**config.mk**
```make
export PLATFORM = sky130hd
export DESIGN_NAME = tc0_output_compare
export DESIGN_NICKNAME = d
export VERILOG_FILES = /design/src/rtl/tc0_pkg.sv /design/src/rtl/tc0_oc_channel.sv /design/src/rtl/tc0_output_compare.sv
export SDC_FILE = /design/constraint.sdc
export NUM_CORES = 1
export LEC_CHECK = 0
export BUFFER_PORTS_ARGS = -buffer_cell sky130_fd_sc_hd__buf_2
export CORE_MARGIN = 4
export CORE_UTILIZATION = 48
export CTS_BUF_LIST = sky130_fd_sc_hd__clkbuf_8
export CTS_CLUSTER_SIZE = 20
export DETAILED_ROUTE_END_ITERATION = 10
export GPL_ROUTABILITY_DRIVEN = 0
export GPL_TIMING_DRIVEN = 0
export PLACE_DENSITY = 0.75
export SYNTH_ARGS = -nofsm -noshare
export SYNTH_HDL_FRONTEND = slang
export SYNTH_HIERARCHICAL = 1
export SYNTH_SLANG_ARGS = --single-unit
```
**constraint.sdc**
```tcl
create_clock -name clk -period 2.15 [get_ports clk]
set_input_delay 0.1075 -clock clk [delete_from_list [all_inputs] [get_ports clk]]
set_output_delay 0.1075 -clock clk [all_outputs]
set_load 0.02 [all_outputs]
```
**src/rtl/tc0_pkg.sv**
```systemverilog
// rtl/tc0_pkg.sv - Timer/Counter0 waveform modes, compare-output modes and mode helpers
package tc0_pkg;

  typedef enum logic [2:0] {
    WGM_NORMAL    = 3'd0,
    WGM_PC_FF     = 3'd1,
    WGM_CTC       = 3'd2,
    WGM_FAST_FF   = 3'd3,
    WGM_PC_OCRA   = 3'd5,
    WGM_FAST_OCRA = 3'd7
  } wgm_e;

  typedef enum logic [1:0] {
    COM_NONE   = 2'd0,
    COM_TOGGLE = 2'd1,
    COM_CLEAR  = 2'd2,
    COM_SET    = 2'd3
  } com_e;

  localparam logic [7:0] TC0_MAX = 8'hFF;

  // Odd modes are the PWM ones; reserved 4 and 6 fall out as non-PWM.
  function automatic logic is_pwm(input logic [2:0] wgm);
    return wgm[0];
  endfunction

  function automatic logic is_fast(input logic [2:0] wgm);
    return wgm[1] & wgm[0];
  endfunction

endpackage

```
**src/rtl/tc0_oc_channel.sv**
```systemverilog
// rtl/tc0_oc_channel.sv - one output-compare channel: OCR double buffer, match, COM action, pin and flag
module tc0_oc_channel
  import tc0_pkg::*;
#(
  parameter int WIDTH      = 8,
  parameter bit TOGGLE_PWM = 1'b0
) (
  input  logic             clk,
  input  logic             rst,
  input  logic [WIDTH-1:0] tcnt,
  input  logic             count,
  input  logic             direction,
  input  logic             bottom,
  input  logic [2:0]       wgm,
  input  logic [1:0]       com,
  input  logic             wr,
  input  logic [WIDTH-1:0] wdata,
  input  logic             foc,
  input  logic [WIDTH-1:0] top_value,
  output logic [WIDTH-1:0] rdata,
  output logic [WIDTH-1:0] act,
  output logic             oc_data,
  output logic             ocf
);

  logic [WIDTH-1:0] buf_q;
  logic [WIDTH-1:0] act_q;
  logic             oc_q;
  logic             ocf_q;
  logic             pwm;
  logic             fast;
  logic             match;
  logic             pwm_toggle;
  logic             load;
  logic             oc_next;

  always_comb begin
    pwm        = is_pwm(wgm);
    fast       = is_fast(wgm);
    match      = count && (tcnt == act_q);
    pwm_toggle = TOGGLE_PWM && (wgm == (fast ? WGM_FAST_OCRA : WGM_PC_OCRA));
    load       = !pwm || (count && (tcnt == top_value));
    oc_next    = oc_q;
    if (!pwm) begin
      // A force coinciding with a real match still applies the action once.
      if (match || foc) begin
        case (com)
          COM_TOGGLE: oc_next = ~oc_q;
          COM_CLEAR:  oc_next = 1'b0;
          COM_SET:    oc_next = 1'b1;
          default:    ;
        endcase
      end
    end else if (match) begin
      // The match is checked before bottom so it wins when both land on one tick.
      case (com)
        COM_TOGGLE: if (pwm_toggle) oc_next = ~oc_q;
        COM_CLEAR:  oc_next = fast ? 1'b0 : ~direction;
        COM_SET:    oc_next = fast ? 1'b1 : direction;
        default:    ;
      endcase
    end else if (fast && count && bottom) begin
      case (com)
        COM_CLEAR: oc_next = 1'b1;
        COM_SET:   oc_next = 1'b0;
        default:   ;
      endcase
    end
  end

  always_ff @(posedge clk or negedge rst) begin
    if (!rst) begin
      buf_q <= '0;
      act_q <= '0;
      oc_q  <= 1'b0;
      ocf_q <= 1'b0;
    end else begin
      if (wr) buf_q <= wdata;
      if (load) act_q <= buf_q;
      oc_q  <= oc_next;
      ocf_q <= match;
    end
  end

  assign rdata   = buf_q;
  assign act     = act_q;
  assign oc_data = (com != COM_NONE) & oc_q;
  assign ocf     = ocf_q;

endmodule

```
**src/rtl/tc0_output_compare.sv**
```systemverilog
// rtl/tc0_output_compare.sv - Timer/Counter0 output-compare stage: two channels plus the TOP mux
module tc0_output_compare
  import tc0_pkg::*;
#(
  parameter int WIDTH = 8
) (
  input  logic             clk,
  input  logic             rst,
  input  logic [WIDTH-1:0] tcnt,
  input  logic             count,
  input  logic             direction,
  input  logic             bottom,
  input  logic [2:0]       wgm,
  input  logic [1:0]       com_a,
  input  logic [1:0]       com_b,
  input  logic             ocr_a_wr,
  input  logic             ocr_b_wr,
  input  logic [WIDTH-1:0] wdata,
  input  logic             foc_a,
  input  logic             foc_b,
  output logic [WIDTH-1:0] ocr_a_rdata,
  output logic [WIDTH-1:0] ocr_b_rdata,
  output logic             oca_data,
  output logic             ocb_data,
  output logic             ocf_a,
  output logic             ocf_b,
  output logic [WIDTH-1:0] top_value
);

  logic [WIDTH-1:0] act_a;
  logic [WIDTH-1:0] act_b_unused;

  always_comb begin
    case (wgm)
      WGM_CTC, WGM_PC_OCRA, WGM_FAST_OCRA: top_value = act_a;
      default:                             top_value = '1;
    endcase
  end

  tc0_oc_channel #(.WIDTH(WIDTH), .TOGGLE_PWM(1'b1)) u_chan_a (
    .clk       (clk),
    .rst       (rst),
    .tcnt      (tcnt),
    .count     (count),
    .direction (direction),
    .bottom    (bottom),
    .wgm       (wgm),
    .com       (com_a),
    .wr        (ocr_a_wr),
    .wdata     (wdata),
    .foc       (foc_a),
    .top_value (top_value),
    .rdata     (ocr_a_rdata),
    .act       (act_a),
    .oc_data   (oca_data),
    .ocf       (ocf_a)
  );

  tc0_oc_channel #(.WIDTH(WIDTH), .TOGGLE_PWM(1'b0)) u_chan_b (
    .clk       (clk),
    .rst       (rst),
    .tcnt      (tcnt),
    .count     (count),
    .direction (direction),
    .bottom    (bottom),
    .wgm       (wgm),
    .com       (com_b),
    .wr        (ocr_b_wr),
    .wdata     (wdata),
    .foc       (foc_b),
    .top_value (top_value),
    .rdata     (ocr_b_rdata),
    .act       (act_b_unused),
    .oc_data   (ocb_data),
    .ocf       (ocf_b)
  );

endmodule
```
Word-level counts from Yosys, hierarchy flattened
Index checks and enable logic that the tools add are counted.
W data, S select, Z words.

storage, ports and cells
  bits in registers = 36
  output and inout bits = 28
  logic and storage cells = 70
  input port bits = 32

cells by class
  mux-type cells = 19
  bitwise logic cells = 6
  reductions and logical operators = 18
  eq/ne operators = 19

operator list
  cell                  number
  $eq A8 B8 Y1          3
  $mux W1               11
  $ne A3 B1 Y1 const B  3
  $pmux W1 S3           3
  $eq A2 B2 Y1 const B  4
  $mux W8               1
  $ne A4 B4 Y1 const B  2
  $reduce_bool A2 Y1    4
  $eq A3 B3 Y1 const B  2
  $pmux W1 S2           3
  $reduce_and A6 Y1     1
  $logic_and A1 B1 Y1   5
  $eq A2 B1 Y1 const B  2
  $ne A4 B1 Y1 const B  1
  $reduce_and A4 Y1     1
  $reduce_bool A4 Y1    1
  $and A1 B1 Y1         3
  $eq A3 B2 Y1 const B  1
  $eq A3 B3 Y1          1
  $logic_or A1 B1 Y1    3
  $not A1 Y1            3
  $reduce_bool A3 Y1    1
  $reduce_or A3 Y1      1
  $mux W2               1
  $logic_not A1 Y1      1

Depth between registers and ports, before layout
Gate-level depths: netlist of the first run.

  depth in word-level cells = 7
  depth in mapped cells = 8
  depth with buffers taken out = 7

Cells and area by module
The synthesis of the first run kept the hierarchy.

by module, submodules not included
  module                     times used  cells each  area each (sq um)  sequential area each (sq um)
  tc0_oc_channel (u_chan_a)  1           80          964.7              450.4
  tc0_oc_channel (u_chan_b)  1           76          943.4              450.4
  tc0_output_compare         1           11          98.8               0.0

Worst setup path after synthesis of the first run
No wires, ideal clock.

  path type = input port to flip-flop
  start point = input wgm[2]
  end point = register u_chan_a.act_q[0] (netlist: u_chan_a/act[0])
  library setup time = 125 ps
  stages on the path = 8
  path slack = -162 ps
  buffers on the path = 1
  data arrival time = 2,187 ps
  required time = 2,025 ps
  path through = and2_4 -> buf_6 -> o21bai_1 -> xor2_1 -> nor4_1 -> nand3_1 -> o41ai_4 -> mux2_2

on the way
  cells in the longest elaborated chain, start to end = 6
  elaborated cells between the ends (all ways) = 8
  those cells by class = 4 x eq/ne; 1 x mux; 3 x reduce/logical

RTL lines
  what                                                 RTL line                  text
  from (decl)                                          tc0_output_compare.sv:13  input logic [2:0] wgm,
  $eq A3 B2 Y1 / $eq A3 B3 Y1 (equally long branches)  tc0_output_compare.sv:34  case (wgm)
  $reduce_or A3 Y1 *                                   tc0_output_compare.sv:34
  $mux W8 *                                            tc0_output_compare.sv:34
  via top_value[7]                                     tc0_output_compare.sv:27  output logic [WIDTH-1:0] top_value
  $eq A8 B8 Y1 *                                       tc0_oc_channel.sv:42      load = !pwm || (count && (tcnt == top_value));
  $logic_and A1 B1 Y1 *                                tc0_oc_channel.sv:42
  $logic_or A1 B1 Y1 *                                 tc0_oc_channel.sv:42
  to (signal assigned)                                 tc0_oc_channel.sv:79      if (load) act_q <= buf_q;
  to (decl)                                            tc0_oc_channel.sv:27      logic [WIDTH-1:0] act_q;

The timed path passes the listed nets; every way through them passes the cells marked *.
A chain may end at the register's enable or synchronous reset.

Final worst setup path of the first run
  start point = register u_chan_a.act_q[7] (netlist: u_chan_a/act[7])
  end point = register u_chan_b.act_q[3] (netlist: u_chan_b/act[3])

on the way
  cells in the longest elaborated chain, start to end = 4

RTL lines
  what                  RTL line
  $mux W8               tc0_output_compare.sv:34
  $eq A8 B8 Y1          tc0_oc_channel.sv:42
  $logic_and A1 B1 Y1   tc0_oc_channel.sv:42
  $logic_or A1 B1 Y1    tc0_oc_channel.sv:42
  to (signal assigned)  tc0_oc_channel.sv:79
  to (decl)             tc0_oc_channel.sv:27

No other way between the ends.

==> results of run 1 <==
## critical path, cell delays in order (launching register included)
cell      delay [ns]
dfrtp_1         0.41
o21bai_4        0.20
xor2_1          0.15
nor4_1          0.33
nand3_1         0.18
o41ai_4         0.27
buf_4           0.21
mux2_2          0.33
## cells in the final DEF (no fill, tap or decap), types with 2 or more instances in the layout
cell type / instances
a21oi_1: 3
buf_2: 56
buf_4: 14
buf_6: 2
clkbuf_1: 2
clkbuf_8: 5
dfrtp_1: 36
inv_1: 3
mux2_2: 27
mux2_4: 5
mux2i_1: 3
nand2_1: 5
nand2b_1: 5
nand3_1: 6
nand4_1: 3
nor2_1: 7
nor4_1: 4
o21bai_1: 2
o21bai_4: 5
o31ai_1: 2
o41ai_4: 2
xnor2_1: 18
xor2_1: 14
## timing repair
action | CTS | global route
endpoints found under the setup margin | 16 | 16
hold endpoints to repair | 36 | 0
gates resized for setup | 5 | 7
buffers inserted | 12 | 2
pin swaps | 7 | 4
hold buffers | 1 | 0
## cell type report
type                            count  share of cell area
Sequential cell                    36               0.338
Clock inverter                      3              0.0160
Timing Repair Buffer               72               0.153
Inverter                            3             0.00422
Buffer                              3             0.00704
Tap cell                           50              0.0235
Clock buffer                        5              0.0258
Multi-Input combinational cell    125               0.433
## cell families after synthesis
group / count (synthesis) / share of synthesized area
xor+xnor: 32 / 0.140
mux: 35 / 0.195
simple gates: 37 / 0.107
flops: 36 / 0.449
compound gates: 21 / 0.0954
buf+inv: 6 / 0.0150
## power breakdown
part	internal [mW]	switching [mW]	leakage [nW]	total, mW
sequential	0.762	0.0610	0.426	0.823
clock	0.343	0.248	0.0541	0.591
combinational	0.278	0.282	0.700	0.559
## layer usage
metal / global-route usage / share of wire
met5: 0 / 0
met3: 0.0496 / 0.066
met2: 0.302 / 0.47
met1: 0.251 / 0.44
met4: 0.0738 / 0.024
## flip-flops by register name, indices dropped and copies added, names as in the netlist
signal / cells
u_chan_a/act: 8
u_chan_a/oc_q: 1
u_chan_a/ocf: 1
u_chan_a/rdata: 8
u_chan_b/act: 8
u_chan_b/oc_q: 1
u_chan_b/ocf: 1
u_chan_b/rdata: 8
## cell usage after synthesis
library cell   n
nor2_1         7
dfrtp_1       36
o21a_1         1
o41ai_4        2
nor3b_4        1
o31ai_1        2
clkbuf_1       2
o32ai_1        1
a32oi_1        1
buf_6          1
a21oi_1        3
nand3b_1       1
o211ai_1       1
o21bai_1       8
mux2i_1        3
and2_4         1
mux2_2        32
inv_1          3
xor2_1        14
or3_1          1
a31oi_1        1
and4_1         1
nor3_1         1
nand2_1        5
nand4_1        3
or3b_2         1
nor4_1         4
nand3_1        6
nand2b_1       5
a22oi_1        1
xnor2_1       18
## metrics by stage
stage	cells	setup TNS (ns)	utilization
detailed placement	274	-9.09	0.590
global placement	274	-9.09	0.590
global route	297	-0.439	0.662
finish	297	-0.233	0.662
CTS	295	0	0.651
floorplan	167	-0.863	-
## how the worst max path moves through the flow
stage / start / endpoint / slack [ns]
floorplan: wgm[0] / u_chan_a/act[0] / -0.05
global placement: wgm[0] / u_chan_a/act[3] / -0.59
detailed placement: wgm[0] / u_chan_a/act[7] / -0.59
CTS: u_chan_a/act[7] / u_chan_a/act[7] / 0.008
global route: u_chan_a/act[7] / u_chan_b/act[5] / -0.07
finish: u_chan_a/act[7] / u_chan_b/act[3] / -0.04
==> impl_metrics.env, run 1 <==
export IMPL_finalWorstSetupSlack_ns=-0.0437
export IMPL_synthDistinctLibCells=31
export IMPL_holdCritPathClass="primary input to flop"
export IMPL_antenna_cells=0
export IMPL_rr_endpoint="u_chan_b/act[3]"
export IMPL_synth_top_area_frac=0.449
export IMPL_first_pass_iters=4
export IMPL_ys_ff_latch=36
export IMPL_synth_warnings=6
export IMPL_nets=278
export IMPL_grt_pass1_wl_mm=7.78
export IMPL_multi_input_area_um2=1150
export IMPL_ant_nets=0
export IMPL_vdd_drop_max_mv=0.432
export IMPL_post_route_min_period_ns=2.19
export IMPL_drv_cap=0
export IMPL_wirelength_mm=4.71
export IMPL_fp_dieW_um=72.7
export IMPL_cp_start_kind="flop"
export IMPL_wl_per_cell_um=15.9
export IMPL_r2r_slack_ns=-0.04
export IMPL_power_mw=1.97
export IMPL_start_util=0.498
export IMPL_p_leak_nw=1.18
export IMPL_clk_latency_ns=0.29
export IMPL_clock_sinks=36
export IMPL_critPathKind="flop to flop"
export IMPL_cp_required_ns=2.33
export IMPL_hold_viol_final=0
export IMPL_slew_headroom=0.495
export IMPL_reg2reg_from="u_chan_a/act[7]"
export IMPL_holdWs_ns=0.0519
export IMPL_first_iter_violations=58
export IMPL_r2r_cells=7
export IMPL_cts_made_buffers=5
export IMPL_rows=23
export IMPL_hpwl_mm=3.27
export IMPL_finalInstanceArea_um2=2670
export IMPL_synth_cells=167
export IMPL_outcome="finished, violations left"
export IMPL_violations="setup timing"
export IMPL_vias_per_cell=5.28
export IMPL_io_buffers=57
export IMPL_dr_total_vias=1567
export IMPL_ff_latch_area_um2=901
export IMPL_holdPathStages=2
export IMPL_fp_dieH_um=72.7
export IMPL_clockRootBuffer="clkbuf_8"
export IMPL_max_freq_ghz=0.456
export IMPL_first_global_vias=1632
export IMPL_min_from="wdata[1]"
export IMPL_dp_slack_ns=-0.591
export IMPL_synth_area_top_cells="dfrtp_1, mux2_2, xnor2_1, xor2_1, o21bai_1"
export IMPL_ios=60
export IMPL_grt_max_degree=37
export IMPL_htree_levels=2
export IMPL_cp_arrival_ns=2.37
export IMPL_antenna_found_initial=0
export IMPL_avgSynthCellArea_um2=12.0
export IMPL_synth_fp_nets=199
export IMPL_clkTransAtPathRegs_ns=0.08
export IMPL_syn_area_um2=2010
export IMPL_rsz0062_at_grt="true"
export IMPL_finalCritPeriodShare=1.02
export IMPL_critPathMaxFanout=4
export IMPL_dieArea_um2=5280
export IMPL_post_dp_cell_area_um2=2380
export IMPL_drc=0
export IMPL_yosysSeqAreaShare=0.449
export IMPL_globalRouteOverflowTotal=0
export IMPL_worst_pin_slew_ns=0.757
export IMPL_drive_above_1_share=0.498
export IMPL_end_kind="flop"
export IMPL_synth_top_cell_by_area="dfrtp_1"
export IMPL_areaGrowthSynthToFinish_pct=32.9
export IMPL_finalSetupViolCount=8
export IMPL_cts_tree="built"
export IMPL_core_um2=4030
export IMPL_grt_use_total=0.191
export IMPL_fillers=314
export IMPL_powerDensity_nw_per_um2=740
export IMPL_whs_endpoint="u_chan_b/rdata[1]"
export IMPL_clock_skew_ns=0.00571
export IMPL_cts_buffer_depth=2
export IMPL_drv_slew=0
Note: power is estimated with default switching activity, not from simulation.
==> run 2, diff against run 1 <==
==> constraint.sdc (replaced) <==
create_clock -name clk -period 2.15 [get_ports clk]
set_input_delay 0.1075 -clock clk [delete_from_list [all_inputs] [get_ports clk]]
set_output_delay 0.1075 -clock clk [all_outputs]
set_load 0.05 [all_outputs]
==> impl_metrics.env, run 2 (synthesis gave the netlist of run 1 again) <==
export IMPL_wl_per_cell_um=15.2
export IMPL_vias_per_cell=5.26
export IMPL_io_buffers=57
export IMPL_first_pass_iters=4
export IMPL_fp_dieH_um=72.7
export IMPL_htree_levels=2
export IMPL_cts_tree="built"
export IMPL_clkTransAtPathRegs_ns=0.07
export IMPL_antenna_found_initial=0
export IMPL_cp_required_ns=2.32
export IMPL_rows=23
export IMPL_first_global_vias=1639
export IMPL_globalRouteOverflowTotal=0
export IMPL_dieArea_um2=5280
export IMPL_mostFrequentLayoutCell="buf_2"
export IMPL_final_cells=299
export IMPL_hold_viol_final=0
export IMPL_most_common_layout_cells="buf_2, dfrtp_1, mux2_2"
export IMPL_dp_cells=274
export IMPL_powerDensity_nw_per_um2=735
export IMPL_clock_skew_ns=0.00149
export IMPL_hpwl_mm=3.27
export IMPL_start_util=0.498
export IMPL_clk_latency_ns=0.29
export IMPL_grt_pass1_wl_mm=7.69
export IMPL_wirelength_mm=4.55
export IMPL_post_dp_cell_area_um2=2380
export IMPL_cp_arrival_ns=2.27
export IMPL_critPathMaxFanout=3
export IMPL_ant_nets=0
export IMPL_p_leak_nw=1.17
export IMPL_finalCritPeriodShare=0.976
export IMPL_drv_cap=0
export IMPL_vdd_drop_max_mv=0.466
export IMPL_critPathKind="flop to flop"
export IMPL_dr_total_vias=1574
export IMPL_ios=60
export IMPL_clock_sinks=36
export IMPL_worst_pin_slew_ns=0.788
export IMPL_fp_dieW_um=72.7
export IMPL_end_kind="flop"
export IMPL_grt_max_degree=37
export IMPL_grt_use_total=0.189
export IMPL_finalInstanceArea_um2=2670
export IMPL_antenna_cells=0
export IMPL_drv_slew=0
export IMPL_post_route_min_period_ns=2.10
export IMPL_rsz0062_at_grt="true"
export IMPL_nets=281
export IMPL_drive_above_1_share=0.514
export IMPL_finish_utilization=0.661
export IMPL_cts_buffer_depth=2
export IMPL_cts_made_buffers=5
export IMPL_max_freq_ghz=0.476
export IMPL_holdCritPathClass="primary input to flop"
export IMPL_core_um2=4030
export IMPL_outcome="complete, no violations"
export IMPL_clockRootBuffer="clkbuf_8"
export IMPL_drc=0
export IMPL_areaGrowthSynthToFinish_pct=32.8
export IMPL_first_iter_violations=23
export IMPL_slew_headroom=0.475
export IMPL_finalSetupViolCount=0
export IMPL_cp_start_kind="flop"
run 2: changes by cell type in the layout (fill, tap and decap cells not counted), sizes merged:
| cell | before | now |
|---|---|---|
| buf | 72 | 75 |
| bufinv | 1 | 0 |
run 2: where the power goes:
| part | internal, mW | leakage, nW | switching, mW |
|---|---|---|---|
| sequential | 0.762 | 0.426 | 0.0584 |
| clock | 0.219 | 0.0400 | 0.237 |
| combinational | 0.286 | 0.706 | 0.398 |
run 2: what timing repair did:
item,4_1_cts,5_1_grt
hold buffers,1,0
endpoints found under the hold margin,36,0
pin swaps,7,5
buffers inserted,13,4
cloned,0,0
endpoints found under the setup margin,16,16
gates resized for setup,4,7
run 2: stage by stage:
stage | power [mW] | setup TNS [ns] | hold WS (ns) | setup slack [ns]
after floorplan | 1.27 | -3.96 | -0.188 | -0.248
after global placement | 1.43 | -9.86 | 0.231 | -0.624
after detailed placement | 1.44 | -10.22 | 0.244 | -0.671
after CTS | 1.94 | 0 | 0.0511 | 0.00983
after global routing | 2.08 | -0.216 | 0.0464 | -0.0348
final | 1.96 | 0 | 0.0595 | 0.0512
run 2: path summary, 6_finish.rpt:
path,startpoint,end,slack (ns),cells after the start
min in group asynchronous,rst,u_chan_b/rdata[1],0.44,2
worst min register to register,u_chan_a/rdata[0],u_chan_a/rdata[0],0.53,1
worst max-delay path,u_chan_a/act[4],u_chan_b/act[0],0.05,7
worst max register to register,u_chan_a/act[4],u_chan_b/act[0],0.05,7
max in group asynchronous,rst,u_chan_b/rdata[4],1.21,2
worst min-delay path,wdata[6],u_chan_b/rdata[6],0.06,2
run 2: critical path, cell delays in order (launching register included):
cell and delay (ns):
dfrtp_1 0.38, o21bai_4 0.18, xor2_1 0.15, nor4_1 0.30, nand3_1 0.16, o41ai_4 0.28, buf_4 0.20, mux2_2 0.33
run 2: cell type report:
cell class,count,area [um^2]
Fill cell,305,1360
Multi-Input combinational cell,125,1160
Sequential cell,36,901
Timing Repair Buffer,75,425
Clock buffer,5,68.8
Tap cell,50,62.6
Buffer,3,18.8
Clock inverter,2,12.5
Inverter,3,11.3
run 2: metal layers:
metal / GRT usage / vias up / part of all wire
met1: 0.255 / 751 / 0.45
met5: 0 / - / 0
met3: 0.0551 / 7 / 0.061
li1: - / 768 / -
met2: 0.292 / 48 / 0.47
met4: 0.0656 / 0 / 0.017
